### src/rtl/stream_mux_rr.sv
// stream_mux_rr: NUM_CH-way valid/ready mux, fixed select or round-robin, registered output stage.
// Optional SVA checks are compiled in with `define STREAM_MUX_ASSERT_EN.
module stream_mux_rr #(
  parameter int NUM_CH = 4,
  parameter int DATA_W = 8,
  parameter int SEL_W  = $clog2(NUM_CH)
) (
  input  logic                     clk,
  input  logic                     rst_n,
  input  logic [NUM_CH*DATA_W-1:0] in_data,
  input  logic [NUM_CH-1:0]        in_valid,
  output logic [NUM_CH-1:0]        in_ready,
  input  logic                     mode_rr,
  input  logic [SEL_W-1:0]         sel,
  output logic [DATA_W-1:0]        out_data,
  output logic                     out_valid,
  input  logic                     out_ready,
  output logic [SEL_W-1:0]         grant_idx,
  output logic                     sel_err
);
  logic [DATA_W-1:0] out_data_q, out_data_d, sel_data;
  logic [SEL_W-1:0]  grant_q, grant_d, ptr_q, ptr_d, cand;
  logic              out_valid_q, out_valid_d, sel_err_q, sel_err_d;
  logic              load, has_cand, xfer, sel_oob;
  assign load    = !out_valid_q || out_ready;
  assign sel_oob = int'(sel) >= NUM_CH;
  // Descending search so the channel closest after ptr is assigned last and wins.
  always_comb begin
    cand     = sel;
    has_cand = !mode_rr && !sel_oob;
    if (mode_rr)
      for (int k = NUM_CH; k >= 1; k--)
        if (in_valid[(int'(ptr_q) + k) % NUM_CH]) begin
          cand     = SEL_W'((int'(ptr_q) + k) % NUM_CH);
          has_cand = 1'b1;
        end
  end
  always_comb begin
    in_ready = '0;
    sel_data = '0;
    for (int i = 0; i < NUM_CH; i++)
      if (load && has_cand && int'(cand) == i) begin
        in_ready[i] = 1'b1;
        sel_data    = in_data[i*DATA_W +: DATA_W];
      end
  end
  assign xfer = |(in_ready & in_valid);
  always_comb begin
    out_valid_d = load ? xfer : out_valid_q;
    out_data_d  = xfer ? sel_data : out_data_q;
    grant_d     = xfer ? cand : grant_q;
    ptr_d       = (xfer && mode_rr) ? cand : ptr_q;
    sel_err_d   = sel_err_q || (!mode_rr && sel_oob && |in_valid);
  end
  always_ff @(posedge clk) begin
    if (!rst_n) begin
      out_valid_q <= 1'b0;
      out_data_q  <= '0;
      grant_q     <= '0;
      ptr_q       <= SEL_W'(NUM_CH - 1);
      sel_err_q   <= 1'b0;
    end else begin
      out_valid_q <= out_valid_d;
      out_data_q  <= out_data_d;
      grant_q     <= grant_d;
      ptr_q       <= ptr_d;
      sel_err_q   <= sel_err_d;
    end
  end
  assign out_data  = out_data_q;
  assign out_valid = out_valid_q;
  assign grant_idx = grant_q;
  assign sel_err   = sel_err_q;
`ifdef STREAM_MUX_ASSERT_EN
  // Per-channel count of grants given to others while this channel waits in RR mode.
  logic [4:0] wait_q [NUM_CH];
  always_ff @(posedge clk)
    for (int i = 0; i < NUM_CH; i++)
      wait_q[i] <= (!rst_n || !mode_rr || !in_valid[i] || (xfer && int'(cand) == i)) ? 5'd0 : wait_q[i] + 5'(xfer);
  a_hold: assert property (@(posedge clk) disable iff (!rst_n)
    out_valid_q && !out_ready |=> $stable(out_data_q) && $stable(grant_q) && out_valid_q)
    else $error("stream_mux_rr: output changed while stalled");
  a_onehot: assert property (@(posedge clk) disable iff (!rst_n) $onehot0(in_ready))
    else $error("stream_mux_rr: more than one in_ready asserted");
  a_data: assert property (@(posedge clk) disable iff (!rst_n) xfer |=> out_data_q == $past(sel_data))
    else $error("stream_mux_rr: out_data does not match transferred word");
  for (genvar g = 0; g < NUM_CH; g++) begin : g_starve
    a_starve: assert property (@(posedge clk) disable iff (!rst_n) wait_q[g] < 5'(NUM_CH))
      else $error("stream_mux_rr: channel %0d starved", g);
  end
`endif
endmodule

### config.mk
export PLATFORM = sky130hd
export DESIGN_NAME = stream_mux_rr
export DESIGN_NICKNAME = d
export VERILOG_FILES = /design/src/rtl/stream_mux_rr.sv
export SDC_FILE = /design/constraint.sdc
export NUM_CORES = 1
export LEC_CHECK = 0
export CAP_MARGIN = 20
export CORE_UTILIZATION = 40
export CTS_CLUSTER_SIZE = 14
export DETAILED_ROUTE_END_ITERATION = 8
export PLACE_DENSITY_LB_ADDON = 0.15
export SETUP_SLACK_MARGIN = 0.02
export SLEW_MARGIN = 25
export SYNTH_ARGS = -nofsm -noshare
export SYNTH_HDL_FRONTEND = slang
export SYNTH_SLANG_ARGS = --single-unit
### constraint.sdc
create_clock -name clk -period 3.2 [get_ports clk]
set_input_delay 0.64 -clock clk [delete_from_list [all_inputs] [get_ports clk]]
set_output_delay 0.64 -clock clk [all_outputs]
set_load 0.1 [all_outputs]
==> impl_metrics.csv, run 1 <==
group,metric,value,unit
status,status,"finished, final reports clean",
global_route,grt_pass1_wl,5300,um
synth,netlist_area,1120,sq um
global_route,grt_overflow,0,
setup_path,crit_slowest_cell,"clkdlybuf4s50_1",
routing,via_per_inst,5.64,
synth,ys_types,41,
cells_and_area,insertedDiodeCount,0,
sta,finClkSkew,4.90,ps
power_and_ir_drop,p_clk_frac,0.129,
synth,synthTopCellsByCount,"nand2_1, a21oi_1, dfxtp_1",
synth,ys_ff_latch,13,
global_route,grt_max_degree,20,
sta,drv_slew,0,
global_route,grt_usage,0.245,
sta,rsz0062_at_grt,"no",
cells_and_area,area_growth,55.0,%
synth,synth-main-ff-cell,"dfxtp_1",
clocking,clk_pin_slew,90,ps
clocking,clock-sinks,13,
synth,synth_most_common_cell,"nand2_1",
placement,gp_congestion,0.892,
synth,netlist.area_leader.share,0.232,
routing,dr_wl_met2,1620,um
clocking,cts_buffers,3,
sta,max_slew.worst_pin.slew,594,ps
placement,pre_cts_ws,32.2,ps
power_and_ir_drop,swShare,0.525,
clocking,clk_latency,290,ps
worst_hold_path,hp-class,"flop to flop",
synth,synthesis.nets,209,
synth,synthCells,167,
synth,async_flop_share,0,
run,maxCapViolations,0,
sta,post-route-period-util,0.943,
synth,yosysSeqAreaShare,0.232,
clocking,clock_path_buffers,2,
clocking,htreeDepth,1,
power_and_ir_drop,switchingPower,462,uW
clocking,cts_root_buffer,"clkbuf_4",
setup_path,max_stage_delay,550,ps
routing,highest_layer,"met4",
routing,firstDrtPassIters,4,
synth,synth_top_cell_by_area,"dfxtp_1",
clocking,cts_tree,"done",
power_and_ir_drop,power_density,507,nW/um^2
setup_path,crit_chain,"clkdlybuf4s50_1 -> nor2b_1 -> a21boi_4 -> nand3_2 -> o21a_1 -> nor2_2 -> buf_12",
sta,setup_viol_count_final,0,
routing,met1Wirelength,1570,um
routing,drtIter0Drc,40,
power_and_ir_drop,p_int,418,uW
routing,wl_per_cell,14.0,um
sta,hold_viol_final,0,
cells_and_area,fin_nets,261,
floorplanning,ios,58,
clocking,cts_setup_buffers,0,
sta,worst_slack,181,ps
power_and_ir_drop,ir_drop,0.375,mV
setup_path,arrival,2380,ps
sta,slew_headroom,0.603,
sta,fmax,331,MHz
sta,fin_crit,3020,ps
setup_path,path_buf_inv,2,
setup_path,setup.worst_path.end_class,"output pin",
power_and_ir_drop,p_leak,0.814,nW
routing,postRouteAntennaNets,0,
setup_path,crit_family,"buffers and inverters",
synth,ys_warn_count,0,
setup_path,worstSetupPathType,"primary input to output pin",
setup_path,worstPathMaxFanout,9,
power_and_ir_drop,p_total,880,uW
routing,routed_wl,3470,um
cells_and_area,drive_gt1_frac,0.161,
routing,vias,1399,
placement,port_buffers,56,
power_and_ir_drop,seq_power_share,0.235,
synth,syn_area_per_cell,6.71,sq um
floorplanning,die_w,54.9,um
synth,synth_edf_count,0,
floorplanning,core_area,2570,sq um
floorplanning,die_y,54.9,um
global_route,antenna_found_initial,0,
synth,synth.area.top_cells,"dfxtp_1, nand2_1, a41o_1, a21oi_1, nand3_1",
floorplanning,dieArea,3020,sq um
placement,hpwlAfterDp,2560,um
setup_path,cp.required,2560,ps
floorplanning,num_rows,18,
floorplanning,initial_core_util,0.437,
global_route,grt_pass1_vias,1206,
routing,wl_met3,245,um
routing,drc,0,
power_and_ir_drop,power_frac_comb,0.636,
setup_path,worstSetupStartpointType,"primary input",
## path summary, 6_finish.rpt
check | from | endpoint | slack, ps | depth (start not counted)
hold / removal | grant_idx[0] | grant_idx[0] | 470 | 2
hold reg to reg | grant_idx[0] | grant_idx[0] | 470 | 2
setup / recovery | in_valid[1] | in_ready[0] | 180 | 7
setup reg to reg | ptr_q[0] | out_data[4] | 870 | 7
## routing by layer
metal,GRT usage,vias to the layer above
met5,0,-
met4,0.0833,0
met3,0.0601,5
met2,0.410,59
met1,0.306,641
li1,-,694
## worst reg2reg max path: cells and delay by family (launching register included)
family             cells  cell delay, ps
AOI/OAI and AO/OA      3             820
and+or+nand+nor        4             930
DFF                    1             480
## cells by family (layout without fill, tap and decap cells)
logic type,count (synthesis),after routing,share of synthesized area
and+or+nand+nor,88,88,0.354
buffers and inverters,19,70,0.0949
muxes,1,1,0.00893
AOI/OAI and AO/OA,45,45,0.307
other,1,1,0.00335
DFF,13,13,0.232
## power groups by stage
stage / Sequential [mW] / Clock, mW / Combinational, mW
2_1_floorplan: 0.367 / 0 / 0.244
3_3_place_gp: 0.208 / 0 / 0.553
6_report: 0.207 / 0.113 / 0.560
3_5_place_dp: 0.210 / 0 / 0.559
5_1_grt: 0.209 / 0.130 / 0.593
4_1_cts: 0.206 / 0.114 / 0.561
## sequential cells by signal, summed over array words and instances, names as in the netlist
name,count
out_data,8
grant_idx,2
ptr_q,2
out_valid,1
## cells in the final DEF (no fill, tap or decap), types with 3 or more instances in the layout
cell	count
inv_1	3
nand3_1	9
o21ai_0	3
nor2_1	4
nand4_1	3
a21oi_1	13
and3_1	3
clkbuf_4	3
nand2_1	47
buf_12	4
buf_4	18
nor3_1	8
a41o_1	8
o21ai_1	3
o21a_1	3
dfxtp_1	13
clkdlybuf4s50_1	40
## area by class of cell
cell class              count  area (sq um)
fillers                   232           830
multi-input cells         135           774
repair buffers             63           628
flip-flops and latches     13           260
well taps                  30          37.5
clock buffers               4          26.3
inverters                   3          11.3
## through the flow
stage	instances	util	hold WS (ps)	setup TNS [ps]	instance area (sq um)
floorplan	167	-	596	-479	1140
global placement	244	0.666	443	0	1710
detailed placement	244	0.666	457	0	1710
CTS	248	0.676	472	0	1740
global route	248	0.677	504	0	1740
finish	248	0.677	469	0	1740
## timing repair
item                                    in CTS  in global routing
endpoints found under the setup margin       1                  4
gates resized for setup                      1                  1
hold buffers                                 0                  0
Power figures use the tool's default switching activity.
==> inputs of run 2 (changes only) <==
--- a/config.mk
+++ b/config.mk
@@ -9,6 +9,7 @@
 export CORE_UTILIZATION = 40
 export CTS_CLUSTER_SIZE = 14
 export DETAILED_ROUTE_END_ITERATION = 8
+export MAX_ROUTING_LAYER = met4
 export PLACE_DENSITY_LB_ADDON = 0.15
 export SETUP_SLACK_MARGIN = 0.02
 export SLEW_MARGIN = 25
==> run 2 against run 1 <==
First-iteration DRC count is 10% lower. Combinational power hardly changed. Hold slack worse by 2.9 ps. Total power is 0.27% lower. Die area stayed put. Highest routed layer unchanged. Largest power group unchanged.
==> impl_metrics.csv, run 2 (synthesis gave the netlist of run 1 again) <==
group,metric,value,unit
status,status,"finished, final reports clean",
run,maxCapViolations,0,
sta,drv_slew,0,
sta,post-route-period-util,0.945,
global_route,grt.busiest_layer,"met2",
routing,routed_wl,3520,um
routing,wl_per_cell,14.2,um
cells_and_area,final_common_cell,"nand2_1",
clocking,cts_setup_buffers,0,
sta,fin_crit,3020,ps
sta,setup_viol_count_final,0,
global_route,grt_pass1_wl,5280,um
clocking,ctsResizeCount,1,
clocking,htreeDepth,1,
sta,slew_headroom,0.600,
setup_path,arrival,2380,ps
routing,via_per_inst,5.70,
global_route,grt_overflow,0,
floorplanning,initial_core_util,0.437,
clocking,cts_root_buffer,"clkbuf_4",
sta,rsz0062_at_grt,"no",
placement,hpwlAfterDp,2620,um
power_and_ir_drop,p_leak,0.814,nW
routing,drc,0,
clocking,cts_tree,"done",
clocking,clock_path_buffers,2,
sta,fmax,331,MHz
routing,drtIter0Drc,36,
sta,finClkSkew,7.93,ps
placement,port_buffers,56,
cells_and_area,insertedDiodeCount,0,
cells_and_area,final_cell_mix,"nand2_1, clkdlybuf4s50_1, buf_4",
routing,firstDrtPassIters,4,
clocking,postCtsHoldBufs,0,
cells_and_area,final_util,0.677,
cells_and_area,drive_gt1_frac,0.161,
sta,worst_slack,177,ps
setup_path,r2r_slack,850,ps
global_route,met1_usage,0.281,
routing,vias,1413,
power_and_ir_drop,power_density,505,nW/um^2
global_route,use_met3,0.0383,
setup_path,crit_start,"in_valid[1]",
cells_and_area,area_growth,55.0,%
floorplanning,die_y,54.9,um
setup_path,worstSetupPathType,"primary input to output pin",
routing,postRouteAntennaNets,0,
setup_path,worstPathMaxFanout,9,
global_route,grt_pass1_vias,1262,
worst_hold_path,hp-class,"flop to flop",
global_route,grt_max_degree,20,
floorplanning,die_w,54.9,um
floorplanning,num_rows,18,
setup_path,reg2reg_from,"ptr_q[0]",
sta,max_slew.worst_pin.slew,599,ps
global_route,grt_usage,0.249,
cells_and_area,fin_nets,261,
cells_and_area,largest_reg_flops,8,
global_route,grt_util_met2,0.456,
floorplanning,ios,58,
placement,gp_congestion,0.910,
power_and_ir_drop,ir_drop,0.468,mV
clocking,clock-sinks,13,
worst_hold_path,hold_start,"grant_idx[0]",
floorplanning,core_area,2570,sq um
sta,hold_viol_final,0,
power_and_ir_drop,p_total,878,uW
setup_path,cp.required,2560,ps
global_route,antenna_found_initial,0,
sta,whs,466,ps
clocking,cts_buffers,3,
setup_path,worstSetupStartpointType,"primary input",
clocking,clk_latency,280,ps
floorplanning,dieArea,3020,sq um
clocking,clk_pin_slew,100,ps
setup_path,setup.worst_path.end_class,"output pin",
placement,pre_cts_ws,1.44,ps
[run 2: cell counts in the layout (fill, tap and decap cells not counted)]
Identical to the previous run, type by type.
[run 2: power by group]
part	switching, mW	internal, mW
registers	0.0191	0.188
clock network	0.0619	0.0484
logic	0.379	0.182
total	0.460	0.418
[run 2: layout make-up]
cell class,count,area [sq um]
Multi-Input combinational cell,135,774
Inverter,3,11.3
Clock buffer,4,26.3
Tap cell,30,37.5
Fill cell,248,830
Timing Repair Buffer,63,628
Sequential cell,13,260
[run 2: critical path, cell delays in order]
cell and delay (ps):
clkdlybuf4s50_1 630, a21boi_1 120, o22ai_2 200, o311a_2 250
o21ai_1 160, nor2_2 190, buf_12 190
[run 2: metal layers]
layer / up-vias / share of wire / wire (um)
li1: 696 / - / -
met1: 666 / 0.44 / 1540
met2: 45 / 0.50 / 1760
met3: 6 / 0.055 / 195
met4: 0 / 0.0085 / 30
met5: - / 0 / 0
[run 2: worst paths after layout]
check	endpoint	cells after the start
setup / recovery	in_ready[1]	7
hold / removal	grant_idx[0]	2
setup reg to reg	out_data[0]	7
hold reg to reg	grant_idx[0]	2
[run 2: per-stage QoR]
| stage | area [sq um] | TNS (ps) | cells |
|---|---|---|---|
| after floorplan | 1140 | -479 | 167 |
| after global placement | 1710 | 0 | 244 |
| after detailed placement | 1710 | 0 | 244 |
| after CTS | 1740 | 0 | 248 |
| after global routing | 1740 | 0 | 248 |
| final | 1740 | 0 | 248 |
